[src/rtl/wm8978_vol_ctrl.sv]
// ---------------------------------------------------------------------------
// wm8978_vol_ctrl
//
// Runtime volume / mute controller and I2C-port arbiter for the WM8978 codec.
// Until init_done is high, the init sequencer's I2C writes are forwarded to
// the I2C master with one cycle of latency. After that, this block owns the
// master. Every accepted key pulse (volume up, volume down, mute) schedules
// a 4-write burst that refreshes R52/R53 (headphone) and R54/R55 (speaker).
//
// Ports:
//   clk            control clock (1 MHz nominal)
//   rst_n          synchronous, active-low reset
//   init_exec      I2C trigger from the init sequencer
//   init_data      {7-bit reg addr, 9-bit data} from the init sequencer
//   init_done      init sequencer finished (level)
//   init_i2c_done  i2c_done forwarded to the init sequencer while in PASS
//   vol_up         1-cycle pulse, raise both volumes by STEP
//   vol_down       1-cycle pulse, lower both volumes by STEP
//   mute           1-cycle pulse, toggle mute
//   i2c_done       one-transfer-complete pulse from the I2C master
//   i2c_exec       1-cycle trigger to the I2C master
//   i2c_data       {addr, data} word to the I2C master
//   phone_vol      current headphone volume
//   spk_vol        current speaker volume
//   muted          current mute state
//   busy           update burst in progress
//   err            sticky I2C timeout flag, cleared only by reset
// ---------------------------------------------------------------------------
module wm8978_vol_ctrl #(
    parameter logic [5:0]  PHONE_INIT = 6'd30,
    parameter logic [5:0]  SPEAK_INIT = 6'd63,
    parameter logic [5:0]  STEP       = 6'd4,
    parameter logic [15:0] TIMEOUT    = 16'd50000
) (
    input  logic        clk,
    input  logic        rst_n,
    input  logic        init_exec,
    input  logic [15:0] init_data,
    input  logic        init_done,
    output logic        init_i2c_done,
    input  logic        vol_up,
    input  logic        vol_down,
    input  logic        mute,
    input  logic        i2c_done,
    output logic        i2c_exec,
    output logic [15:0] i2c_data,
    output logic [5:0]  phone_vol,
    output logic [5:0]  spk_vol,
    output logic        muted,
    output logic        busy,
    output logic        err
);

    typedef enum logic [1:0] {
        PASS,
        IDLE,
        ISSUE,
        WAIT
    } state_t;

    state_t      state, state_d;
    logic [5:0]  phone_q, phone_d;
    logic [5:0]  spk_q, spk_d;
    logic        muted_q, muted_d;
    logic        pending_q, pending_d;
    logic        busy_q, busy_d;
    logic        err_q, err_d;
    logic [1:0]  idx_q, idx_d;
    logic [15:0] tcnt_q, tcnt_d;
    logic [15:0] data_q, data_d;
    logic        pass_exec_q, pass_exec_d;

    logic        up_ok;
    logic        dn_ok;
    logic        accept;
    logic [6:0]  phone_up, phone_dn;
    logic [6:0]  spk_up, spk_dn;
    logic [5:0]  vol_sel;
    logic [15:0] issue_word;

    // Up and down together cancel each other; mute is independent of both.
    assign up_ok  = vol_up & ~vol_down;
    assign dn_ok  = vol_down & ~vol_up;
    assign accept = up_ok | dn_ok | mute;

    // 7-bit intermediates: bit 6 of the sum flags overflow past 63, bit 6 of
    // the difference flags a borrow below 0.
    assign phone_up = {1'b0, phone_q} + {1'b0, STEP};
    assign phone_dn = {1'b0, phone_q} - {1'b0, STEP};
    assign spk_up   = {1'b0, spk_q} + {1'b0, STEP};
    assign spk_dn   = {1'b0, spk_q} - {1'b0, STEP};

    // idx 0..3 addresses R52..R55. Odd registers carry the update bit in
    // bit 8; bit 7 is always set; the upper pair (idx[1]) holds the speaker.
    assign vol_sel    = idx_q[1] ? spk_q : phone_q;
    assign issue_word = {7'd52 + {5'd0, idx_q}, idx_q[0], 1'b1, muted_q, vol_sel};

    // In ISSUE the word is presented combinationally so it lines up with the
    // exec pulse; data_q then holds it until the next ISSUE.
    assign i2c_exec      = (state == ISSUE) | pass_exec_q;
    assign i2c_data      = (state == ISSUE) ? issue_word : data_q;
    assign init_i2c_done = (state == PASS) & i2c_done;

    assign phone_vol = phone_q;
    assign spk_vol   = spk_q;
    assign muted     = muted_q;
    assign busy      = busy_q;
    assign err       = err_q;

    // Next-state and next-value logic. The FSM part may clear pending when a
    // burst starts; the key part runs afterwards so a key arriving in that
    // same cycle still leaves pending set for a follow-up burst.
    always_comb begin
        state_d     = state;
        phone_d     = phone_q;
        spk_d       = spk_q;
        muted_d     = muted_q;
        pending_d   = pending_q;
        busy_d      = busy_q;
        err_d       = err_q;
        idx_d       = idx_q;
        tcnt_d      = tcnt_q;
        data_d      = data_q;
        pass_exec_d = 1'b0;

        case (state)
            PASS: begin
                pass_exec_d = init_exec;
                data_d      = init_data;
                if (init_done) begin
                    state_d = IDLE;
                end
            end
            IDLE: begin
                if (pending_q) begin
                    pending_d = 1'b0;
                    busy_d    = 1'b1;
                    idx_d     = 2'd0;
                    state_d   = ISSUE;
                end
            end
            ISSUE: begin
                data_d  = issue_word;
                tcnt_d  = 16'd0;
                state_d = WAIT;
            end
            WAIT: begin
                tcnt_d = tcnt_q + 16'd1;
                if (i2c_done) begin
                    if (idx_q == 2'd3) begin
                        busy_d  = 1'b0;
                        state_d = IDLE;
                    end else begin
                        idx_d   = idx_q + 2'd1;
                        state_d = ISSUE;
                    end
                end else if (tcnt_q == TIMEOUT - 16'd1) begin
                    err_d   = 1'b1;
                    busy_d  = 1'b0;
                    state_d = IDLE;
                end
            end
            default: begin
                state_d = PASS;
            end
        endcase

        if (state != PASS) begin
            if (up_ok) begin
                phone_d = (phone_up > 7'd63) ? 6'd63 : phone_up[5:0];
                spk_d   = (spk_up > 7'd63) ? 6'd63 : spk_up[5:0];
            end
            if (dn_ok) begin
                phone_d = phone_dn[6] ? 6'd0 : phone_dn[5:0];
                spk_d   = spk_dn[6] ? 6'd0 : spk_dn[5:0];
            end
            if (mute) begin
                muted_d = ~muted_q;
            end
            if (accept) begin
                pending_d = 1'b1;
            end
        end
    end

    // State and data registers with synchronous active-low reset. Reset
    // drops any burst in flight and returns to pass-through.
    always_ff @(posedge clk) begin
        if (!rst_n) begin
            state       <= PASS;
            phone_q     <= PHONE_INIT;
            spk_q       <= SPEAK_INIT;
            muted_q     <= 1'b0;
            pending_q   <= 1'b0;
            busy_q      <= 1'b0;
            err_q       <= 1'b0;
            idx_q       <= 2'd0;
            tcnt_q      <= 16'd0;
            data_q      <= 16'd0;
            pass_exec_q <= 1'b0;
        end else begin
            state       <= state_d;
            phone_q     <= phone_d;
            spk_q       <= spk_d;
            muted_q     <= muted_d;
            pending_q   <= pending_d;
            busy_q      <= busy_d;
            err_q       <= err_d;
            idx_q       <= idx_d;
            tcnt_q      <= tcnt_d;
            data_q      <= data_d;
            pass_exec_q <= pass_exec_d;
        end
    end

endmodule

[config.mk]
export PLATFORM = sky130hd
export DESIGN_NAME = wm8978_vol_ctrl
export DESIGN_NICKNAME = d
export VERILOG_FILES = /design/src/rtl/wm8978_vol_ctrl.sv
export SDC_FILE = /design/constraint.sdc
export NUM_CORES = 1
export LEC_CHECK = 0
export BUFFER_PORTS_ARGS = -buffer_cell sky130_fd_sc_hd__buf_2
export CORE_MARGIN = 2
export CORE_UTILIZATION = 50
export DETAILED_ROUTE_END_ITERATION = 7
export PLACE_DENSITY = 0.74
export SLEW_MARGIN = 30
export SYNTH_ARGS = -nofsm -noshare
export SYNTH_HDL_FRONTEND = slang
export SYNTH_SLANG_ARGS = --single-unit
export TNS_END_PERCENT = 30
[constraint.sdc]
create_clock -name clk -period 3.6 [get_ports clk]
set_clock_uncertainty 0.1 [all_clocks]
set_input_delay 0.72 -clock clk [delete_from_list [all_inputs] [get_ports clk]]
set_output_delay 0.72 -clock clk [all_outputs]
set_load 0.01 [all_outputs]
==> key figures <==
Run status
  – Run status: complete, no violations

Pwr
  – Sw Share: 29.6%
  – Logic pwr share: roughly 20%
  – Power per cell area: approximately 400 nW/um^2
  – Int Pwr: 0.927 mW
  – Net Switching: roughly 0.4 mW
  – Reg power frac: 48.8%
  – Leak Pwr: roughly 1.3 nW
  – VDD IR-drop max: around 0.25 mV
  – Overall power: 1.32 mW
  – Clk pwr share: a little under a third

Synthesis
  – Adder-cell area share of the yosys netlist: 4.36%
  – Main combinational cell family by area after synthesis: simple AND/OR/NAND/NOR gates
  – Simple-gate area share of the yosys netlist: approximately 28%
  – Synth Flop Type: dfxtp_1
  – Sequential area share after synthesis: ~37%
  – Asr flop ratio synth: 0%
  – Net count after synthesis: between 300 and 400
  – Mux contribution to synthesized area: 5.07%
  – Compound-Gate Fraction of Synth Area: between 15 and 20%
  – Cell Area, Synth: 2820 um^2
  – Post-Syn Instances: between 300 and 400
  – Yosys warns: 0
  – Synth Area in XOR/XNOR: under 10%
  – Post-synth EDFFs: 0
  – Synth Register Bits: 52
  – Syn_area_per_cell: roughly 8 um^2
  – Synth cell types: 57

Placed design
  – GP Congestion: 0.886
  – IO buf count: 56
  – Pre-CTS WS: roughly 1.1 ns
  – DP Area: between 3000 and 4000 um^2
  – Post-DP HPWL: about 4.6 mm

Setup path
  – Critical Path AT: about 1.5 ns
  – WS Path Type: reg2out
  – Slowest stage delay, CP: around 0.63 ns
  – CP Data Required Time: roughly 2.8 ns
  – Slowest stage cell, crit path: dfxtp_1
  – CP endpoint kind: output pin
  – Max FO, Critical Path: 10
  – Critical Path, Cell by Cell: mux2i_1 > o21ai_0 > buf_2
  – FF-to-FF setup slack: roughly 1.5 ns
  – CP Launch Type: flop

Clocking
  – CTS H-tree lvls: 2
  – CTS max path bufs: 2
  – # hold bufs at CTS: 0
  – CTS sink cnt: 52
  – Setup Buffers After CTS: 0
  – CTS tree: yes
  – Total CTS buffers: 5
  – CTS root buffer: clkbuf_8
  – Clk_lat worst skew: a little over 0.3 ns
  – Clock transition at the registers of the reported paths: approximately 0.10 ns
  – Post-CTS sizing: 0

Floorplan
  – Initial Util: slightly above 50%
  – Row Count: 27
  – # IOs: between 50 and 60
  – Chip width: between 70 and 80 um
  – Die Span Y: approximately 80 um
  – Core footprint: 5470 um^2
  – Die ar.: 6250 um^2

Cells and area
  – Most frequent cells in the layout: nor2_1, buf_2, dfxtp_1, a21oi_1, nand2_1
  – Commonest non-fill, non-tap cell in the layout: nor2_1
  – Antenna diode count: 0
  – Post-route cell area: about 3200 um^2
  – # fillers: 529
  – Layout area overhead: 14.6%
  – Nets: between 400 and 500
  – Share of cells above drive strength 1: roughly a fifth

STA
  – Worst hold slack: a little under 0.4 ns
  – Fmax: 0.424 GHz
  – Endpoints failing hold: 0
  – Final Cycle Share: between 60% and 70%
  – Rel. slew slack: slightly below 60%
  – Worst Max-Slew Pin Slew: approximately 0.63 ns
  – RSZ-0062 raised after global routing: no
  – Min Tclk post-route: between 2 and 2.5 ns
  – Fin. max-slew vios: 0
  – TNS Setup: 0 ns
  – Finish-stage setup viols: 0
  – Final WS setup: 1.24 ns

Detailed routing
  – Drt first pass iters: 4
  – Antenna-violating nets left: 0
  – DRT iter0 DRCs: between 100 and 150
  – Avg Vias per Cell: between 5 and 6
  – Drt drc: 0
  – Via count: around 2600
  – Routed wire per std cell: between 10 and 15 um
  – Final wirelength: 6.51 mm

Global route
  – Met2 Resource Use GR: between 30% and 40%
  – Initial antenna violation count: 0
  – Vias in the first global route: around 2400
  – Gr busiest metal: met2
  – Congestion Overflow GR: 0
  – GR Util met1: 27.4%
  – Pin count of the biggest net entering global routing: 46
  – Met3 GRT Util: between 3 and 4%
  – Global-route wire length before repair: between 10 and 15 mm
  – Tot GR Track Use: between 20% and 30%

Run
  – Number of max-cap violations: 0

Min path
  – Worst Hold Class: reg2reg
synth_stat cells, types with 3 or more instances:
| cell type | number | area [um^2] |
|---|---|---|
| nand4b_1 | 5 | 43.8 |
| buf_1 | 4 | 15.0 |
| a211oi_1 | 9 | 67.6 |
| nor2b_1 | 3 | 18.8 |
| clkbuf_1 | 12 | 45.0 |
| nand2b_1 | 7 | 43.8 |
| xor2_1 | 4 | 35.0 |
| inv_1 | 12 | 45.0 |
| a22oi_1 | 3 | 22.5 |
| ha_1 | 9 | 113 |
| a21oi_1 | 29 | 145 |
| nand2_1 | 25 | 93.8 |
| o21ai_0 | 13 | 65.1 |
| dfxtp_1 | 52 | 1040 |
| buf_2 | 5 | 25.0 |
| and3_1 | 4 | 25.0 |
| or2_2 | 3 | 18.8 |
| nand4_1 | 6 | 37.5 |
| nand3_1 | 8 | 40.0 |
| nor4bb_1 | 3 | 30.0 |
| a31oi_1 | 3 | 18.8 |
| xnor2_1 | 7 | 61.3 |
| mux2i_1 | 12 | 120 |
| nor3_1 | 11 | 55.1 |
| nor2_1 | 60 | 225 |
| nor4_1 | 3 | 18.8 |
critical path: cells and delay by family, from the launching register on:
kind                   cells  cell delay, ns
AO/OA/AOI/OAI              1            0.11
buffers and inverters      1            0.15
flip-flops                 1            0.63
multiplexers               1            0.34
metrics by stage:
step           utilization [%]  instances
2_1_floorplan                -        352
5_1_grt                   59.0        469
4_1_cts                   59.0        469
6_report                  59.0        469
3_3_place_gp              56.9        461
3_5_place_dp              56.9        461
worst paths after layout:
check / cells past startpoint / endpoint / start
setup / recovery: 3 / i2c_data[4] / idx_q[1]
hold / removal: 2 / tcnt_q[15] / tcnt_q[15]
setup reg to reg: 5 / tcnt_q[13] / state[1]
hold reg to reg: 2 / tcnt_q[15] / tcnt_q[15]
power groups by stage:
| stage | clock network [mW] | registers, mW | logic (mW) |
|---|---|---|---|
| final | 0.408 | 0.643 | 0.266 |
| after global routing | 0.439 | 0.649 | 0.298 |
| after CTS | 0.415 | 0.644 | 0.268 |
| after detailed placement | 0 | 0.657 | 0.267 |
| after global placement | 0 | 0.656 | 0.261 |
| after floorplan | 0 | 0.651 | 0.185 |
cell type report:
cell class	count	area, um^2	share of cell area (%)
Timing Repair Buffer	59	303	9.38
Tap cell	72	90.1	2.79
Sequential cell	52	1040	32.3
Inverter	13	48.8	1.51
Clock inverter	3	42.5	1.32
Clock buffer	5	68.8	2.13
Multi-Input combinational cell	265	1630	50.6
state kept, by name, indices dropped and copies added (netlist names), 2 cells and up:
| register | count |
|---|---|
| tcnt_q | 16 |
| phone_vol | 6 |
| state | 2 |
| data_q | 16 |
| idx_q | 2 |
| spk_vol | 5 |
layer usage:
| layer | part of all wire, % | vias up |
|---|---|---|
| met4 | 1.6 | 0 |
| met1 | 45 | 1229 |
| met3 | 3.9 | 11 |
| li1 | - | 1331 |
| met5 | 0 | - |
| met2 | 50 | 57 |
kinds of logic after synthesis:
kind of cell,count (synthesis)
and+or+nand+nor,153
AOI/OAI and AO/OA,77
DFF,52
buffers and inverters,35
muxes,14
xor gates and xnor gates,11
adders and majority gates,10
No activity file was read; power rests on OpenSTA's default activity.
